### src/rtl/mux_32_8_pkg.sv
// Shared definitions for the 32-to-8 serializer and its 8-to-32 reassembler.
package mux_32_8_pkg;

  localparam int BYTES_PER_WORD = 4;
  localparam int WORD_W         = 32;
  localparam int BYTE_W         = 8;

  // Byte value placed on the lane whenever no valid byte is present.
  localparam logic [BYTE_W-1:0] IDLE_BYTE_DEFAULT = 8'h00;

  // Byte counter width; holds 0..BYTES_PER_WORD-1.
  localparam int CNT_W = 2;

  // Count loaded with byte0: bytes still to emit after the first one.
  localparam logic [CNT_W-1:0] LAST_CNT = CNT_W'(BYTES_PER_WORD - 1);

  // Line states, derived from valid_out rather than held in a separate register.
  localparam logic [0:0] ST_IDLE = 1'b0;
  localparam logic [0:0] ST_SEND = 1'b1;

  // Select byte idx of a word, MSB first (idx 0 = w[31:24]).
  function automatic logic [BYTE_W-1:0] word_byte(input logic [WORD_W-1:0] w,
                                                  input logic [CNT_W-1:0]  idx);
    logic [BYTE_W-1:0] b;
    case (idx)
      2'd0:    b = w[31:24];
      2'd1:    b = w[23:16];
      2'd2:    b = w[15:8];
      default: b = w[7:0];
    endcase
    return b;
  endfunction

endpackage

### src/rtl/mux_32_8_if.sv
// Word-side handshake plus byte-lane outputs of the serializer.
interface mux_32_8_if;
  import mux_32_8_pkg::*;

  logic [WORD_W-1:0] data_in;
  logic              valid_in;
  logic              ready_out;
  logic [BYTE_W-1:0] data_out;
  logic              valid_out;
  logic              sop_out;

  // The serializer itself.
  modport slave (
    input  data_in,
    input  valid_in,
    output ready_out,
    output data_out,
    output valid_out,
    output sop_out
  );

  // The producer / byte-lane consumer around it.
  modport master (
    output data_in,
    output valid_in,
    input  ready_out,
    input  data_out,
    input  valid_out,
    input  sop_out
  );

endinterface

### src/rtl/mux_32_8_word_hold_reg.sv
// Single-entry holding register with a valid flag; load wins over clear.
module word_hold_reg #(
  parameter int W = 32
) (
  input  logic         clk,
  input  logic         rst_n,
  input  logic         load,
  input  logic         clear,
  input  logic [W-1:0] d,
  output logic [W-1:0] q,
  output logic         valid
);

  logic [W-1:0] data_q, data_d;
  logic         valid_q, valid_d;

  // Next-state: capture d on load, drop the flag on clear, else hold.
  always_comb begin
    data_d  = data_q;
    valid_d = valid_q;
    if (load) begin
      data_d  = d;
      valid_d = 1'b1;
    end else if (clear) begin
      valid_d = 1'b0;
    end
  end

  // State registers; reset discards any pending word.
  always_ff @(posedge clk or negedge rst_n) begin
    if (!rst_n) begin
      data_q  <= '0;
      valid_q <= 1'b0;
    end else begin
      data_q  <= data_d;
      valid_q <= valid_d;
    end
  end

  assign q     = data_q;
  assign valid = valid_q;

endmodule

### src/rtl/mux_32_8.sv
// 32-bit word to MSB-first byte stream serializer with a one-word holding stage.
module mux_32_8
  import mux_32_8_pkg::*;
#(
  parameter logic [BYTE_W-1:0] IDLE_BYTE = IDLE_BYTE_DEFAULT
) (
  input  logic       clk_4f,
  input  logic       reset_L,
  mux_32_8_if.slave  bus,
  output logic       idle_out
);

  logic [WORD_W-1:0] shreg_q, shreg_d;
  logic [CNT_W-1:0]  cnt_q, cnt_d;
  logic [BYTE_W-1:0] data_out_q, data_out_d;
  logic              valid_out_q, valid_out_d;
  logic              sop_out_q, sop_out_d;

  logic [WORD_W-1:0] hold_word;
  logic              hold_v;
  logic              hold_load;
  logic              hold_clear;

  logic              accept;
  logic              more_bytes;
  logic [0:0]        state;
  logic [CNT_W-1:0]  next_idx;

  // Ready depends only on the holding stage, never on valid_in.
  assign bus.ready_out = reset_L && !hold_v;
  assign accept        = bus.valid_in && bus.ready_out;

  assign state      = valid_out_q ? ST_SEND : ST_IDLE;
  assign more_bytes = (state == ST_SEND) && (cnt_q != '0);

  // Index of the byte following the current one: (3 - cnt) + 1.
  assign next_idx = LAST_CNT - (cnt_q - 1'b1);

  word_hold_reg #(
    .W (WORD_W)
  ) u_hold (
    .clk   (clk_4f),
    .rst_n (reset_L),
    .load  (hold_load),
    .clear (hold_clear),
    .d     (bus.data_in),
    .q     (hold_word),
    .valid (hold_v)
  );

  // Next-state: continue the active word, else start the held word, else bypass, else idle.
  always_comb begin
    shreg_d     = shreg_q;
    cnt_d       = cnt_q;
    data_out_d  = data_out_q;
    valid_out_d = valid_out_q;
    sop_out_d   = 1'b0;
    hold_load   = 1'b0;
    hold_clear  = 1'b0;

    if (more_bytes) begin
      data_out_d = word_byte(shreg_q, next_idx);
      cnt_d      = cnt_q - 1'b1;
      hold_load  = accept;
    end else if (hold_v) begin
      // Held word goes first; a new word may refill the hold in the same edge.
      shreg_d     = hold_word;
      data_out_d  = word_byte(hold_word, 2'd0);
      cnt_d       = LAST_CNT;
      valid_out_d = 1'b1;
      sop_out_d   = 1'b1;
      hold_load   = accept;
      hold_clear  = !accept;
    end else if (accept) begin
      // Line free and nothing pending: skip the hold stage entirely.
      shreg_d     = bus.data_in;
      data_out_d  = word_byte(bus.data_in, 2'd0);
      cnt_d       = LAST_CNT;
      valid_out_d = 1'b1;
      sop_out_d   = 1'b1;
    end else begin
      valid_out_d = 1'b0;
      data_out_d  = IDLE_BYTE;
    end
  end

  // Serializer state registers; reset abandons any partial word.
  always_ff @(posedge clk_4f or negedge reset_L) begin
    if (!reset_L) begin
      shreg_q     <= '0;
      cnt_q       <= '0;
      data_out_q  <= IDLE_BYTE;
      valid_out_q <= 1'b0;
      sop_out_q   <= 1'b0;
    end else begin
      shreg_q     <= shreg_d;
      cnt_q       <= cnt_d;
      data_out_q  <= data_out_d;
      valid_out_q <= valid_out_d;
      sop_out_q   <= sop_out_d;
    end
  end

  assign bus.data_out  = data_out_q;
  assign bus.valid_out = valid_out_q;
  assign bus.sop_out   = sop_out_q;

  // Idle only when nothing is on the line and nothing is waiting.
  assign idle_out = !valid_out_q && !hold_v;

endmodule

### src/flat_wrapper.sv
// flat-port wrapper written by rule: the top's interface ports become plain ports
module mux_32_8_flat import mux_32_8_pkg::*;
#(
  parameter logic [BYTE_W-1:0] IDLE_BYTE = IDLE_BYTE_DEFAULT
)
  (clk_4f, reset_L, idle_out, bus_data_in, bus_valid_in, bus_ready_out, bus_data_out, bus_valid_out, bus_sop_out);
  mux_32_8_if bus_i ();
  input  logic clk_4f;
  input  logic reset_L;
  output logic idle_out;
  input wire logic [$bits(bus_i.data_in)-1:0] bus_data_in;
  input wire logic [$bits(bus_i.valid_in)-1:0] bus_valid_in;
  output wire logic [$bits(bus_i.ready_out)-1:0] bus_ready_out;
  output wire logic [$bits(bus_i.data_out)-1:0] bus_data_out;
  output wire logic [$bits(bus_i.valid_out)-1:0] bus_valid_out;
  output wire logic [$bits(bus_i.sop_out)-1:0] bus_sop_out;
  assign bus_i.data_in = bus_data_in;
  assign bus_i.valid_in = bus_valid_in;
  assign bus_ready_out = bus_i.ready_out;
  assign bus_data_out = bus_i.data_out;
  assign bus_valid_out = bus_i.valid_out;
  assign bus_sop_out = bus_i.sop_out;
  mux_32_8 #(.IDLE_BYTE(IDLE_BYTE)) u_core (.clk_4f(clk_4f), .reset_L(reset_L), .bus(bus_i), .idle_out(idle_out));
endmodule
### config.mk
export PLATFORM = sky130hd
export DESIGN_NAME = mux_32_8_flat
export DESIGN_NICKNAME = d
export VERILOG_FILES = /design/src/rtl/mux_32_8_pkg.sv /design/src/rtl/mux_32_8_if.sv /design/src/rtl/mux_32_8_word_hold_reg.sv /design/src/rtl/mux_32_8.sv /design/src/flat_wrapper.sv
export SDC_FILE = /design/constraint.sdc
export NUM_CORES = 1
export LEC_CHECK = 0
export CORE_ASPECT_RATIO = 1.1
export CORE_MARGIN = 3
export CORE_UTILIZATION = 59
export CTS_CLUSTER_SIZE = 28
export DETAILED_ROUTE_END_ITERATION = 6
export MAX_ROUTING_LAYER = met4
export PLACE_DENSITY = 0.82
export SLEW_MARGIN = 20
export SYNTH_ARGS = -nofsm -noshare
export SYNTH_HDL_FRONTEND = slang
export SYNTH_SLANG_ARGS = --single-unit
### constraint.sdc
create_clock -name clk_4f -period 5.1 [get_ports clk_4f]
set_clock_uncertainty 0.2 [all_clocks]
set_input_delay 1.53 -clock clk_4f [delete_from_list [all_inputs] [get_ports clk_4f]]
set_output_delay 1.53 -clock clk_4f [all_outputs]
set_load 0.01 [all_outputs]
==> results.tsv, run 1 <==
stage	metric	value	unit
placed_design	DP Worst Slack	1020	ps
critical_path	Startpoint Class	primary input	
power_and_ir_drop	combinational power share	41.0	%
critical_path	worst-path maximum fanout	2	
final_layout	commonest cells after routing, fill and taps aside	dfrtp_1, clkdlybuf4s50_1, o21ai_0	
global_routing	Most Crowded Layer GR	met2	
synth	Syn Inst Count	291	
worst_hold_path	hold depth	1	
sta	setup TNS	0	ps
cts	clock root cell	clkbuf_8	
die	Die Ht	87.0	um
sta	final hold slack	288	ps
route	vias	2434	
global_routing	GR Util met2	36.4	%
synth	flops & latches, synth	77	
critical_path	Crit path depth	3	
critical_path	R2R depth	6	
power_and_ir_drop	internal power	1680	uW
final_layout	Antenna diodes	0	
critical_path	CP cell instances	buf_4 > nor2b_1 > clkdlybuf4s50_1	
global_routing	met1 usage	31.0	%
synth	top-area cell type share of the netlist area	54.8	%
sta	maximum clock rate	246	MHz
placed_design	Placer Congestion	0.789	
final_layout	Final #Nets	371	
synth	Mapped Area	0.00352	mm^2
route	ANT nets after route	0	
global_routing	antenna violations before repair	0	
cts	H-tree Lvls	3	
critical_path	Req. time, crit path	3370	ps
final_layout	Layout fillers	367	
cts	Num CTS Buffers	9	
global_routing	number of global-route vias before repair	2495	
synth	synth warn	0	
final_layout	final instance area	0.00422	mm^2
power_and_ir_drop	Total Power	2630	uW
sta	Fin. Hold Viols	0	
sta	worst slew pin tran	712	ps
final_layout	area grow syn2layout	19.8	%
synth	Avg Inst Size Synth	12.1	um^2
sta	final setup fails	0	
synth	synth unique cells	26	
cts	# hold bufs at CTS	0	
die	IO Count	47	
run	Max Cap Viol	0	
route	DRC viols	0	
critical_path	Slowest-stage cell, CP	clkdlybuf4s50_1	
cts	CTS tree	yes	
final_layout	most common cell after layout, fill and taps aside	dfrtp_1	
route	final WL	7.26	mm
synth	register area share after synthesis	54.8	%
global_routing	global-route wire length before repair	12.2	mm
critical_path	worst path bufs/invs	2	
run_status	status	finished, final reports clean	
route	DR WL/cell	17.7	um
route	initial DRC count	241	
critical_path	CP peak stage delay	550	ps
worst_hold_path	Hold/Removal Path Class	flop to flop	
critical_path	Top delay family on crit path	buffers and inverters	
synth	largest area contributor in the netlist	dfrtp_1	
power_and_ir_drop	maximum vdd drop	0.352	mV
sta	Tcrit/Tclk final	79.6	%
die	die area	0.00693	mm^2
synth	post-synth net total	331	
sta	unrepaired setup endpoints after global routing	no	
global_routing	grt met3 use	6.00	%
power_and_ir_drop	pwr dens	623	mW/mm^2
global_routing	global route total overflow	0	
placed_design	PortBufs	46	
cts	clk sink count	77	
cts	post-CTS resize count	0	
placed_design	post-place instance area	0.00402	mm^2
placed_design	HPWL after DPL	4.91	mm
synth	synth top area cells	dfrtp_1, mux2_2, mux2i_1	
power_and_ir_drop	Reg power frac	41.5	%
critical_path	CP Class	primary input to output port	
power_and_ir_drop	P_sw	944	uW
cts	postcts setup bufs	0	
die	Rows	28	
critical_path	endpoint class of the critical path	output port	
global_routing	largest net degree at the start of global routing	49	
sta	fin. max-slew vios	0	
power_and_ir_drop	Clock Power Share	17.4	%
critical_path	worst reg2reg setup slack	2560	ps
final_layout	layout cells sized above 1	17.9	%
die	Die Wd	79.6	um
cts	maximum root-to-sink buffer count	2	
die	Core ar.	0.00557	mm^2
sta	Worst Slack Setup Final	1040	ps
route	first-pass detailed-route iteration total	6	
cts	clock slew at reported path FFs	70	ps
sta	slew margin rel.	52.4	%
cts	worst skew pair latency	350	ps
route	routed vias/inst	5.92	
power_and_ir_drop	leak pwr	0.00189	uW
sta	fin crit period	4060	ps
die	Initial Util	63.2	%
critical_path	CP Data Arrival Time	2330	ps
global_routing	GR Util All Layers	24.2	%
power_and_ir_drop	switching share of power	35.9	%
[kinds of logic after synthesis]
group           synth area share [%]
simple gates                    4.55
compound gates                  14.3
fa+ha+maj                       1.78
mux                             19.7
flops                           54.8
buf+inv                         4.91
[cells in the mapped netlist]
| cell type | count |
|---|---|
| mux2_2 | 31 |
| a22oi_1 | 1 |
| mux2_1 | 2 |
| dfrtp_1 | 77 |
| nand2b_1 | 1 |
| o21ai_0 | 41 |
| a222oi_1 | 8 |
| nor2b_1 | 2 |
| nand2_1 | 10 |
| a21o_1 | 16 |
| or2_1 | 1 |
| buf_4 | 1 |
| ha_1 | 5 |
| clkbuf_1 | 11 |
| buf_2 | 8 |
| a21oi_1 | 8 |
| clkbuf_2 | 1 |
| inv_1 | 11 |
| nor3_4 | 1 |
| o21ai_1 | 7 |
| nor2_1 | 3 |
| a21oi_4 | 1 |
| buf_6 | 3 |
| mux2i_1 | 32 |
| buf_1 | 1 |
| nand4b_1 | 8 |
[routing by layer]
metal | vias up | wire, um
met5 | - | 0
met3 | 17 | 472
met2 | 92 | 3640
met4 | 0 | 155
met1 | 1202 | 2990
li1 | 1123 | -
[final timing paths]
check | startpoint | end
worst max-delay path | reset_L | bus_ready_out
max in group asynchronous | reset_L | u_core.u_hold.valid
worst max register to register | u_core.cnt_q[0] | u_core.u_hold.q[5]
worst min register to register | u_core.shreg_q[27] | u_core.shreg_q[27]
min in group asynchronous | reset_L | u_core.shreg_q[19]
worst min-delay path | u_core.shreg_q[27] | u_core.shreg_q[27]
[power groups by stage]
stage | clock (uW) | sequential (uW) | combinational (uW)
after floorplan | 0 | 1040 | 807
after global placement | 0 | 1080 | 1040
final | 458 | 1090 | 1080
after global routing | 499 | 1120 | 1190
after detailed placement | 0 | 1100 | 1080
after CTS | 466 | 1090 | 1080
[registers in the layout (all words and copies together) (netlist names)]
| register | count |
|---|---|
| u_core.u_hold.q | 32 |
| u_core.bus.data_out | 8 |
| u_core.u_hold.valid | 1 |
| u_core.cnt_q | 2 |
| u_core.bus.sop_out | 1 |
| u_core.shreg_q | 32 |
| u_core.bus.valid_out | 1 |
[per-stage QoR]
stage	util, %	std cells
4_1_cts	75.7	411
6_report	75.7	411
2_1_floorplan	-	291
3_5_place_dp	72.1	395
3_3_place_gp	72.1	395
5_1_grt	75.7	411
[final cells by class]
type	count	area, um^2	share of cell area [%]
flip-flops and latches	77	1930	45.7
well taps	75	93.8	2.23
multi-input cells	178	1420	33.7
clock buffers	10	138	3.27
repair buffers	54	531	12.6
clock inverters	6	62.6	1.48
inverters	11	41.3	0.980
Note: power is estimated with default switching activity, not from simulation.
==> run 2: changes to the inputs <==
--- a/config.mk
+++ b/config.mk
@@ -7,11 +7,11 @@
 export LEC_CHECK = 0
 export CORE_ASPECT_RATIO = 1.1
 export CORE_MARGIN = 3
-export CORE_UTILIZATION = 59
+export CORE_UTILIZATION = 49
 export CTS_CLUSTER_SIZE = 28
 export DETAILED_ROUTE_END_ITERATION = 6
 export MAX_ROUTING_LAYER = met4
-export PLACE_DENSITY = 0.82
+export PLACE_DENSITY = 0.72
 export SLEW_MARGIN = 20
 export SYNTH_ARGS = -nofsm -noshare
 export SYNTH_HDL_FRONTEND = slang
==> constraint.sdc (replaced) <==
create_clock -name clk_4f -period 3.25 [get_ports clk_4f]
set_clock_uncertainty 0.2 [all_clocks]
set_input_delay 0.975 -clock clk_4f [delete_from_list [all_inputs] [get_ports clk_4f]]
set_output_delay 0.975 -clock clk_4f [all_outputs]
set_load 0.01 [all_outputs]
==> run 2 against run 1 <==
Wire length shrank 3.2%; final cell count grew 2.4%; largest power group is now combinational cells; core utilization shrank 13 points; critical path type unchanged; global-route usage shrank 5.0 points; critical endpoint unchanged; flip-flop and latch count is the same; total power grew 54%.
==> results.tsv, run 2 (synthesis gave the netlist of run 1 again) <==
stage	metric	value	unit	change
die	Die Wd	86.8	um	+9.0%
critical_path	worst-path maximum fanout	4		+2
cts	clock root cell	clkbuf_8		
final_layout	most common cell after layout, fill and taps aside	dfrtp_1		
die	Core ar.	0.00679	mm^2	+22%
route	vias	2378		-2.3%
sta	fin crit period	2940	ps	
critical_path	Req. time, crit path	2070	ps	-1300 ps
final_layout	final instance area	0.00423	mm^2	+0.33%
route	wire length on met3	330	um	-30%
power_and_ir_drop	leak pwr	0.00191	uW	+1.0%
sta	unrepaired setup endpoints after global routing	no		
worst_hold_path	Hold/Removal Path Class	flop to flop		
power_and_ir_drop	pwr dens	959	mW/mm^2	+54%
sta	slew margin rel.	55.0	%	+2.6 points
global_routing	number of global-route vias before repair	2340		-6.2%
global_routing	antenna violations before repair	0		unchanged
die	Initial Util	51.8	%	-11 points
route	first-pass detailed-route iteration total	6		unchanged
route	initial DRC count	173		-28%
cts	postcts setup bufs	0		unchanged
sta	setup TNS	0	ps	unchanged
critical_path	endpoint class of the critical path	output port		
route	final WL	7.02	mm	-3.2%
sta	final setup fails	0		unchanged
power_and_ir_drop	Total Power	4050	uW	+54%
cts	# hold bufs at CTS	0		unchanged
critical_path	CP Data Arrival Time	1770	ps	-560 ps
global_routing	GR Util All Layers	19.3	%	-5.0 points
cts	clock slew at reported path FFs	80	ps	about the same
critical_path	Startpoint Class	primary input		
sta	worst slew pin tran	675	ps	-37.1 ps
die	die area	0.00823	mm^2	+19%
critical_path	Top delay family on crit path	buffers and inverters		
critical_path	CP peak stage delay	540	ps	about the same
run_status	status	finished, final reports clean		
route	ANT nets after route	0		unchanged
critical_path	worst path bufs/invs	2		unchanged
die	Rows	31		+11%
global_routing	largest net degree at the start of global routing	56		+14%
sta	Tcrit/Tclk final	90.5	%	
power_and_ir_drop	maximum vdd drop	0.933	mV	+170%
critical_path	Slowest-stage cell, CP	clkdlybuf4s50_1		
route	routed vias/inst	5.65		-4.6%
cts	H-tree Lvls	3		unchanged
placed_design	post-place instance area	0.00405	mm^2	+0.97%
placed_design	Placer Congestion	0.842		+6.8%
final_layout	Final #Nets	375		+1.1%
critical_path	CP cell instances	buf_4 > nor2b_1 > clkdlybuf4s50_1		
die	Die Ht	94.9	um	+9.1%
global_routing	global-route wire length before repair	11.7	mm	-3.9%
final_layout	commonest cells after routing, fill and taps aside	dfrtp_1, clkdlybuf4s50_1, o21ai_0		
final_layout	area grow syn2layout	20.2	%	
placed_design	PortBufs	46		unchanged
route	WL met2	3.38	mm	-7.2%
cts	post-CTS resize count	0		unchanged
route	WL met1	3.20	mm	+7.0%
run	Max Cap Viol	0		unchanged
die	IO Count	47		unchanged
route	DRC viols	0		unchanged
final_layout	layout cells sized above 1	18.6	%	+0.73 points
route	Top Layer Used	met4		
final_layout	Antenna diodes	0		unchanged
cts	worst skew pair latency	340	ps	about the same
cts	maximum root-to-sink buffer count	2		unchanged
cts	CTS tree	yes		
route	DR WL/cell	16.7	um	-5.5%
sta	Fin. Hold Viols	0		unchanged
global_routing	global route total overflow	0		unchanged
sta	maximum clock rate	340	MHz	
cts	clk sink count	77		unchanged
cts	Num CTS Buffers	9		unchanged
sta	fin. max-slew vios	0		unchanged
critical_path	CP Class	primary input to output port		
placed_design	HPWL after DPL	4.89	mm	-0.37%
[run 2: cell count changes in the layout (fill, tap and decap cells not counted), sizes merged]
| cell | delta |
|---|---|
| clkinvlp | -3 |
| clkinv | +2 |
| buf | +4 |
| clkbuf | +1 |
| bufinv | -1 |
[run 2: final timing paths]
check	startpoint	end	slack, ps	cells after the start
setup reg to reg	u_core.cnt_q[0]	u_core.u_hold.q[31]	1110	6
hold / removal	u_core.shreg_q[29]	u_core.shreg_q[29]	280	1
hold reg to reg	u_core.shreg_q[29]	u_core.shreg_q[29]	280	1
min in group asynchronous	reset_L	u_core.u_hold.q[22]	500	2
setup / recovery	reset_L	bus_ready_out	310	3
max in group asynchronous	reset_L	u_core.u_hold.valid	1750	2
[run 2: area by class of cell]
class / instances / area (um^2)
flip-flops and latches: 77 / 1930
clock buffers: 11 / 151
fillers: 569 / 2560
inverters: 11 / 41.3
well taps: 82 / 103
clock inverters: 4 / 23.8
repair buffers: 58 / 561
multi-input cells: 178 / 1420
[run 2: metrics by stage]
stage | util, % | hold WS, ps | cells | setup WS (ps)
2_1_floorplan | - | 250 | 291 | 760
3_3_place_gp | 59.7 | 263 | 406 | 297
3_5_place_dp | 59.7 | 266 | 406 | 292
4_1_cts | 62.3 | 282 | 421 | 292
5_1_grt | 62.3 | 296 | 421 | 220
6_report | 62.3 | 284 | 421 | 310
[run 2: per-layer routing]
layer | track usage (%) | vias to the layer above
met5 | - | -
met4 | 6.88 | 0
met3 | 4.80 | 8
met2 | 28.7 | 54
met1 | 25.6 | 1188
li1 | - | 1128
[run 2: worst register-to-register path, stage by stage (launching register included)]
cell and delay [ps]:
dfrtp_1 390, inv_1 110, ha_1 230, nand2b_1 230
nor3_4 250, buf_4 270, mux2_2 360
[run 2: report_power, final]
group          internal, uW  total [uW]  switching (uW)
clock                   312         651             338
sequential             1430        1660             228
combinational           873        1750             875
